<file path="src/rtl/strobe_period_monitor.sv">
// Strobe period monitor: measures the interval between single-cycle strobes,
// locks after LOCK_COUNT consecutive intervals equal to PERIOD, then flags
// early strobes (interval < PERIOD) and missing strobes (no strobe by PERIOD).
module strobe_period_monitor #(
   parameter int unsigned PERIOD     = 3,
   parameter int unsigned LOCK_COUNT = 4,
   parameter int unsigned CNT_W      = 8
) (
   input  logic             clk,
   input  logic             reset,
   input  logic             strobe,
   input  logic             clear,
   output logic             locked,
   output logic             err,
   output logic             err_sticky,
   output logic [CNT_W-1:0] period,
   output logic             period_valid
);

   localparam int unsigned GoodW = (LOCK_COUNT < 2) ? 1 : $clog2(LOCK_COUNT + 1);

   localparam logic [CNT_W-1:0] PeriodVal = CNT_W'(PERIOD);
   localparam logic [CNT_W-1:0] SinceOne  = CNT_W'(1);
   localparam logic [CNT_W-1:0] SinceMax  = {CNT_W{1'b1}};
   localparam logic [GoodW-1:0] LockVal   = GoodW'(LOCK_COUNT);

   typedef enum logic [1:0] {
      StIdle   = 2'd0,
      StAcq    = 2'd1,
      StLocked = 2'd2
   } state_e;

   state_e           state_q, state_d;
   logic [CNT_W-1:0] since_q, since_d;
   logic [GoodW-1:0] good_q, good_d;
   logic [CNT_W-1:0] period_q, period_d;
   logic             period_valid_q, period_valid_d;
   logic             err_q, err_d;
   logic             err_sticky_q, err_sticky_d;
   logic             locked_q, locked_d;

   logic [GoodW-1:0] good_inc;
   logic [CNT_W-1:0] since_inc;

   assign good_inc  = good_q + 1'b1;
   // Interval counter saturates rather than wrapping so long gaps read as max.
   assign since_inc = (since_q == SinceMax) ? since_q : since_q + 1'b1;

   // Next-state, counter and output computation; clear overrides strobe handling.
   always_comb begin
      state_d        = state_q;
      since_d        = since_q;
      good_d         = good_q;
      period_d       = period_q;
      period_valid_d = 1'b0;
      err_d          = 1'b0;

      if (clear) begin
         state_d  = StIdle;
         since_d  = '0;
         good_d   = '0;
         period_d = '0;
      end else begin
         case (state_q)
            StIdle: begin
               since_d = '0;
               if (strobe) begin
                  since_d = SinceOne;
                  good_d  = '0;
                  state_d = StAcq;
               end
            end

            StAcq: begin
               if (strobe) begin
                  period_d       = since_q;
                  period_valid_d = 1'b1;
                  since_d        = SinceOne;
                  if (since_q == PeriodVal) begin
                     good_d = good_inc;
                     if (good_inc == LockVal) begin
                        state_d = StLocked;
                     end
                  end else begin
                     // Off-period strobe just restarts the run; not an error yet.
                     good_d = '0;
                  end
               end else begin
                  since_d = since_inc;
               end
            end

            StLocked: begin
               if (strobe) begin
                  period_d       = since_q;
                  period_valid_d = 1'b1;
                  since_d        = SinceOne;
                  if (since_q != PeriodVal) begin
                     err_d   = 1'b1;
                     good_d  = '0;
                     state_d = StAcq;
                  end
               end else if (since_q == PeriodVal) begin
                  // Expected strobe slot passed empty: drop back and re-seed.
                  err_d   = 1'b1;
                  good_d  = '0;
                  since_d = '0;
                  state_d = StIdle;
               end else begin
                  since_d = since_inc;
               end
            end

            default: begin
               state_d = StIdle;
               since_d = '0;
               good_d  = '0;
            end
         endcase
      end

      err_sticky_d = clear ? 1'b0 : (err_sticky_q | err_d);
      locked_d     = (state_d == StLocked);
   end

   // State and registered outputs, asynchronously cleared by reset.
   always_ff @(posedge clk or posedge reset) begin
      if (reset) begin
         state_q        <= StIdle;
         since_q        <= '0;
         good_q         <= '0;
         period_q       <= '0;
         period_valid_q <= 1'b0;
         err_q          <= 1'b0;
         err_sticky_q   <= 1'b0;
         locked_q       <= 1'b0;
      end else begin
         state_q        <= state_d;
         since_q        <= since_d;
         good_q         <= good_d;
         period_q       <= period_d;
         period_valid_q <= period_valid_d;
         err_q          <= err_d;
         err_sticky_q   <= err_sticky_d;
         locked_q       <= locked_d;
      end
   end

   assign locked       = locked_q;
   assign err          = err_q;
   assign err_sticky   = err_sticky_q;
   assign period       = period_q;
   assign period_valid = period_valid_q;

endmodule

</file>
<file path="config.mk">
export PLATFORM = sky130hd
export DESIGN_NAME = strobe_period_monitor
export DESIGN_NICKNAME = d
export VERILOG_FILES = /design/src/rtl/strobe_period_monitor.sv
export SDC_FILE = /design/constraint.sdc
export NUM_CORES = 1
export LEC_CHECK = 0
export ABC_AREA = 1
export BUFFER_PORTS_ARGS = -buffer_cell sky130_fd_sc_hd__buf_2
export CAP_MARGIN = 10
export CORE_UTILIZATION = 50
export DETAILED_ROUTE_END_ITERATION = 10
export PLACE_DENSITY = 0.76
export SYNTH_ARGS = -nofsm -noshare
export SYNTH_HDL_FRONTEND = slang
export SYNTH_SLANG_ARGS = --single-unit
</file>
<file path="constraint.sdc">
create_clock -name clk -period 1.8 [get_ports clk]
set_clock_uncertainty 0.15 [all_clocks]
set_input_delay 0.09 -clock clk [delete_from_list [all_inputs] [get_ports clk]]
set_output_delay 0.09 -clock clk [all_outputs]
set_load 0.005 [all_outputs]
</file>
* Word level (Yosys, flattened, before mapping)
Index checks and enable logic that the tools add are counted.
** Storage, ports and cells
- Bits in latches :: 0
- ROM bits :: 0
- Memories kept :: 0
- Memory bits (writable) :: 0
- Logic and storage cells :: 64
- Output and inout port bits :: 12
- Bits in registers :: 25
** Cells by class
- Reduce and logical (&&, ||, !) cells :: 6
- $add $sub $neg :: 2
- Bitwise logic cells :: 1
- Multipliers :: 0
- Multiplexer cells :: 36
- Magnitude comparators :: 0
- Shift operators :: 0
- Div/mod/pow operators :: 0
- Equal/unequal tests :: 11
** Operators by type and width (number)
- 8-bit two-way mux :: 8
- 8-bit one-hot mux with 3 select lines :: 1
- 3-bit two-way mux :: 7
- 2-bit two-way mux :: 8
- 1-bit two-way mux :: 10
- 3-bit one-hot mux with 3 select lines :: 1
- 8-bit by 1-bit adder with 8-bit output, second input constant :: 1
- 8-bit by 2-bit == test with 1-bit output, second input constant :: 1
- 8-bit == test, second input constant :: 1
- 4-bit != test, second input constant :: 2
- 8-bit by 2-bit != test with 1-bit output, second input constant :: 1
- 3-bit != test, second input constant :: 2
- 2-bit one-hot mux with 3 select lines :: 1
- 2-bit == test, second input constant :: 2
- 4-bit AND reduction :: 1
- 2-bit nonzero test :: 2
- 3-bit by 1-bit adder with 3-bit output, second input constant :: 1
- 3-bit == test, second input constant :: 1
- 2-bit by 1-bit == test with 1-bit output, second input constant :: 1
- 2-bit logical NOT :: 1
- 2-bit AND reduction :: 1
- 2-bit OR reduction :: 1
- 1-bit bitwise OR :: 1

* Depth between registers and ports, before layout
- Depth in word-level cells :: 8
- Mapped depth :: 11
- Gate-level depth less buffers :: 11

* Least setup slack after synthesis
OpenSTA, ideal clock, no wires.
- Path type :: register -> register
- From :: reg since_q[0]
- To :: reg good_q[0]
- Cell stages (with the launch flop) :: 11
- Arrival :: 1255 ps
- Required time :: 1529 ps
- Path buffers :: 0
- Slack :: 274 ps
- Cells stage by stage :: dfrtp_1 > ha_1 > nand2_1 > nor2_1 > nand2_2 > nand2_4 > nand3_1 > nand2_1 > nand2_2 > nand2_1 > o21ai_1
** Between the ends
- Cells in the longest elaborated chain, start to end :: 5
** RTL lines
- from (decl) :: RTL line 34 : logic [CNT_W-1:0] since_q, since_d;
- from (signal assigned) :: RTL line 139 : since_q <= since_d;
- 8-bit by 2-bit == test with 1-bit output :: RTL line 79, 103
- 3-bit two-way mux :: RTL line 79 : if (since_q == PeriodVal) begin
- 3-bit two-way mux :: RTL line 75 : if (strobe) begin
- 3-bit one-hot mux with 3 select lines :: RTL line 64 : case (state_q)
- 3-bit two-way mux :: RTL line 58 : if (clear) begin
- to (signal assigned) :: RTL line 140 : good_q <= good_d;
- to (decl) :: RTL line 35 : logic [GoodW-1:0] good_q, good_d;
Several ways; a longest one is shown, not always the timed one. The select of a mux whose other input is x is not followed.
A chain may end at the register's enable or synchronous reset.

* Final worst setup path
- From :: reg since_q[0]
- To :: reg good_q[2]
Same word-level chain as after synthesis.

==> results.json <==
{
  "fmaxAchievable_ghz": 0.606,
  "hold_class": "primary input to async pin",
  "synth-seq-cells": 25,
  "rows": 18,
  "r2r_slack_ns": 0.15,
  "path_class": "register to register",
  "cts_sinks": 25,
  "synth.area.top_cells": "dfrtp_1 (45%), nand2_1 (7.1%), nand3_1 (6.9%), ha_1 (6.3%), inv_1 (5.2%)",
  "r2r_end": "good_q[2]",
  "async_reset_ff_share_pct": 100,
  "syn_area_mm2": 0.00138,
  "cp_slowest_stage_delay_ns": 0.43,
  "vias": 1106,
  "die_y_um": 54.6,
  "area_growth_pct": 12.8,
  "yosys.area.top_type_share_pct": 45.3,
  "vdd_ir_drop_max_uv": 446,
  "fin_setup_tns_ns": 0,
  "yosysSeqAreaShare_pct": 45.3,
  "crit_path_frequent_cell": "nand2_1",
  "grt_pass1_vias": 986,
  "min_period_ns": 1.65,
  "avgRoutedWirePerCell_um": 12.4,
  "diodes": 0,
  "maxCapViolations": 0,
  "period_share_pct": 91.7,
  "ff2ff_path_depth": 10,
  "r2r-start": "since_q[0]",
  "nNetsFinal": 193,
  "drive_gt1_share_pct": 24.3,
  "numCtsBuffers": 3,
  "synthTopCellsByCount": "nand2_1 (26), dfrtp_1 (25), inv_1 (19), nand3_1 (19), nor2_1 (15)",
  "syn_nets": 171,
  "cp_cell_sequence": "ha_2 -> nand2_1 -> nor2_1 -> nand2_2 -> nand2_4 -> nand3_1 -> nand2_1 -> nand2_2 -> nand2_1 -> o21ai_1",
  "drtIter0Drc": 18,
  "yosys.area.top_type": "dfrtp_1",
  "worstPathMaxFanout": 6,
  "placed_cell_area_mm2": 0.00150,
  "yosysMostFrequentCell": "nand2_1",
  "slew_viol_final": 0,
  "design.core.area_mm2": 0.00254,
  "portBuffers": 15,
  "grt-ovfl-total": 0,
  "globalplace.congestion": 0.825,
  "cp-start-kind": "register",
  "dp_hpwl_um": 1960,
  "clock_latency_ns": 0.32,
  "critPathArrivalTime_ns": 1.73,
  "die_w_um": 54.6,
  "cp-end-kind": "register",
  "whs_ns": 0.186,
  "power_density_mw_per_mm2": 599,
  "ctsHtreeMaxLevel": 1,
  "start_util_pct": 54.3,
  "cts.clk_slew.worst_paths_ns": 0.14,
  "critPathRequiredTime_ns": 1.87,
  "fill_cells": 223,
  "antenna_left": 0,
  "ios": 16,
  "track_usage_pct": 19.5,
  "via_per_inst": 5.24,
  "synth_ff_type": "dfrtp_1",
  "avgSynthCellArea_um2": 8.63,
  "die-area_mm2": 0.00298,
  "syn_inst": 160,
  "drtPass1Iterations": 4,
  "pwr-share-clk_pct": 27.2,
  "clock-root-buffer": "clkbuf_4",
  "p_int_uw": 688,
  "drcViolationCount": 0,
  "design_area_mm2": 0.00156,
  "hold_viol": 0,
  "seqPwrFrac_pct": 61.5,
  "max-slew-margin-rel_pct": 72.2,
  "place_inst": 204,
  "worstMarginPinSlew_ns": 0.417,
  "power.total_uw": 933,
  "cts_tree": "yes",
  "switchingPower_uw": 245,
  "final_cells": 211,
  "grt_max_degree": 26,
  "rsz0062_at_grt": "no",
  "status": "finished, final reports clean",
  "synth_edf_count": 0,
  "antenna_found_initial": 0,
  "clockBufferDepth": 2,
  "synth.distinct_cells": 25,
  "wl_um": 2610,
  "switching_share_pct": 26.3,
  "grt_first_pass_wirelength_um": 4090,
  "ys_warn_count": 0,
  "crit_slowest_cell": "dfrtp_1",
  "leakagePower_uw": 0.000782,
  "setup-violations-final": 0,
  "combPwrFrac_pct": 11.4
}
final cells by class:
cell class                      count  area, um2  share of cell area (%)
Multi-Input combinational cell    111        668                    42.9
Sequential cell                    25        626                    40.2
Timing Repair Buffer               20        120                    7.71
Inverter                           21       78.8                    5.06
Tap cell                           30       37.5                    2.41
Clock buffer                        3       22.5                    1.45
Clock inverter                      1       5.00                   0.321
worst max-delay path, delay by kind of cell, from the launching register on:
family          cells  cell delay (ns)
compound gates      1             0.06
fa+ha+maj           1             0.24
flops               1             0.43
simple gates        8             0.67
per-stage QoR:
step           setup slack [ns]  utilization [%]
2_1_floorplan             0.274                -
4_1_cts                   0.114             61.0
3_3_place_gp              0.156             58.8
5_1_grt                 0.00271             61.2
3_5_place_dp              0.149             58.8
6_report                  0.149             61.2
worst max path at each step:
| stage | startpoint | cells after the start | to |
|---|---|---|---|
| after floorplan | since_q[0] | 10 | good_q[0] |
| after global placement | since_q[0] | 8 | since_q[2] |
| after detailed placement | since_q[0] | 8 | since_q[1] |
| after CTS | since_q[0] | 8 | since_q[1] |
| after global routing | since_q[0] | 10 | good_q[1] |
| final | since_q[0] | 10 | good_q[2] |
registers in the layout (all words and copies together) (netlist names):
| signal | flops |
|---|---|
| err | 1 |
| err_sticky | 1 |
| period | 8 |
| period_valid | 1 |
| state_q | 2 |
| good_q | 3 |
| since_q | 8 |
| locked | 1 |
power by group through the flow:
stage	combinational (uW)	sequential (uW)	clock, uW
after global routing	119	575	280
final	106	574	254
after floorplan	76.6	583	0
after global placement	98.7	584	0
after detailed placement	101	584	0
after CTS	106	573	261
logic make-up (layout without fill, tap and decap cells):
kind of cell | after synthesis | after routing | synth area share (%)
AO/OA/AOI/OAI | 21 | 21 | 9.60
flip-flops | 25 | 25 | 45.3
AND/OR/NAND/NOR | 79 | 79 | 29.5
buffers and inverters | 24 | 45 | 6.70
XOR/XNOR | 4 | 4 | 2.54
adder cells (fa/ha/maj) | 7 | 7 | 6.34
what timing repair did:
action | in CTS | in global routing
hold endpoints to repair | 29 | 0
setup endpoints to repair | 0 | 6
resized for setup | 0 | 2
hold buffers | 3 | 0
buffers inserted | 0 | 0
cells in the final DEF (no fill, tap or decap), types with 2 or more instances in the layout:
cell type and instances:
nand2_1 26, dfrtp_1 25, inv_1 19, nand3_1 19
buf_2 15, nor2_1 14, o21ai_0 8, ha_1 6
nand2_2 5, a21oi_1 5, nand4_1 4, nor2_4 3
nand3_2 3, xor2_1 3, o21ai_1 3, clkbuf_4 3
dlygate4sd3_1 3, nor2_2 2, inv_2 2, nand2_4 2
a211oi_2 2, buf_4 2
per-layer routing:
metal	part of all wire, %	GRT usage [%]	vias to the layer above
li1	-	-	563
met1	48	24.9	518
met2	48	32.5	21
met3	3.1	3.33	4
met4	1.1	7.69	0
met5	0	0	-
Note: power is estimated with default switching activity, not from simulation.
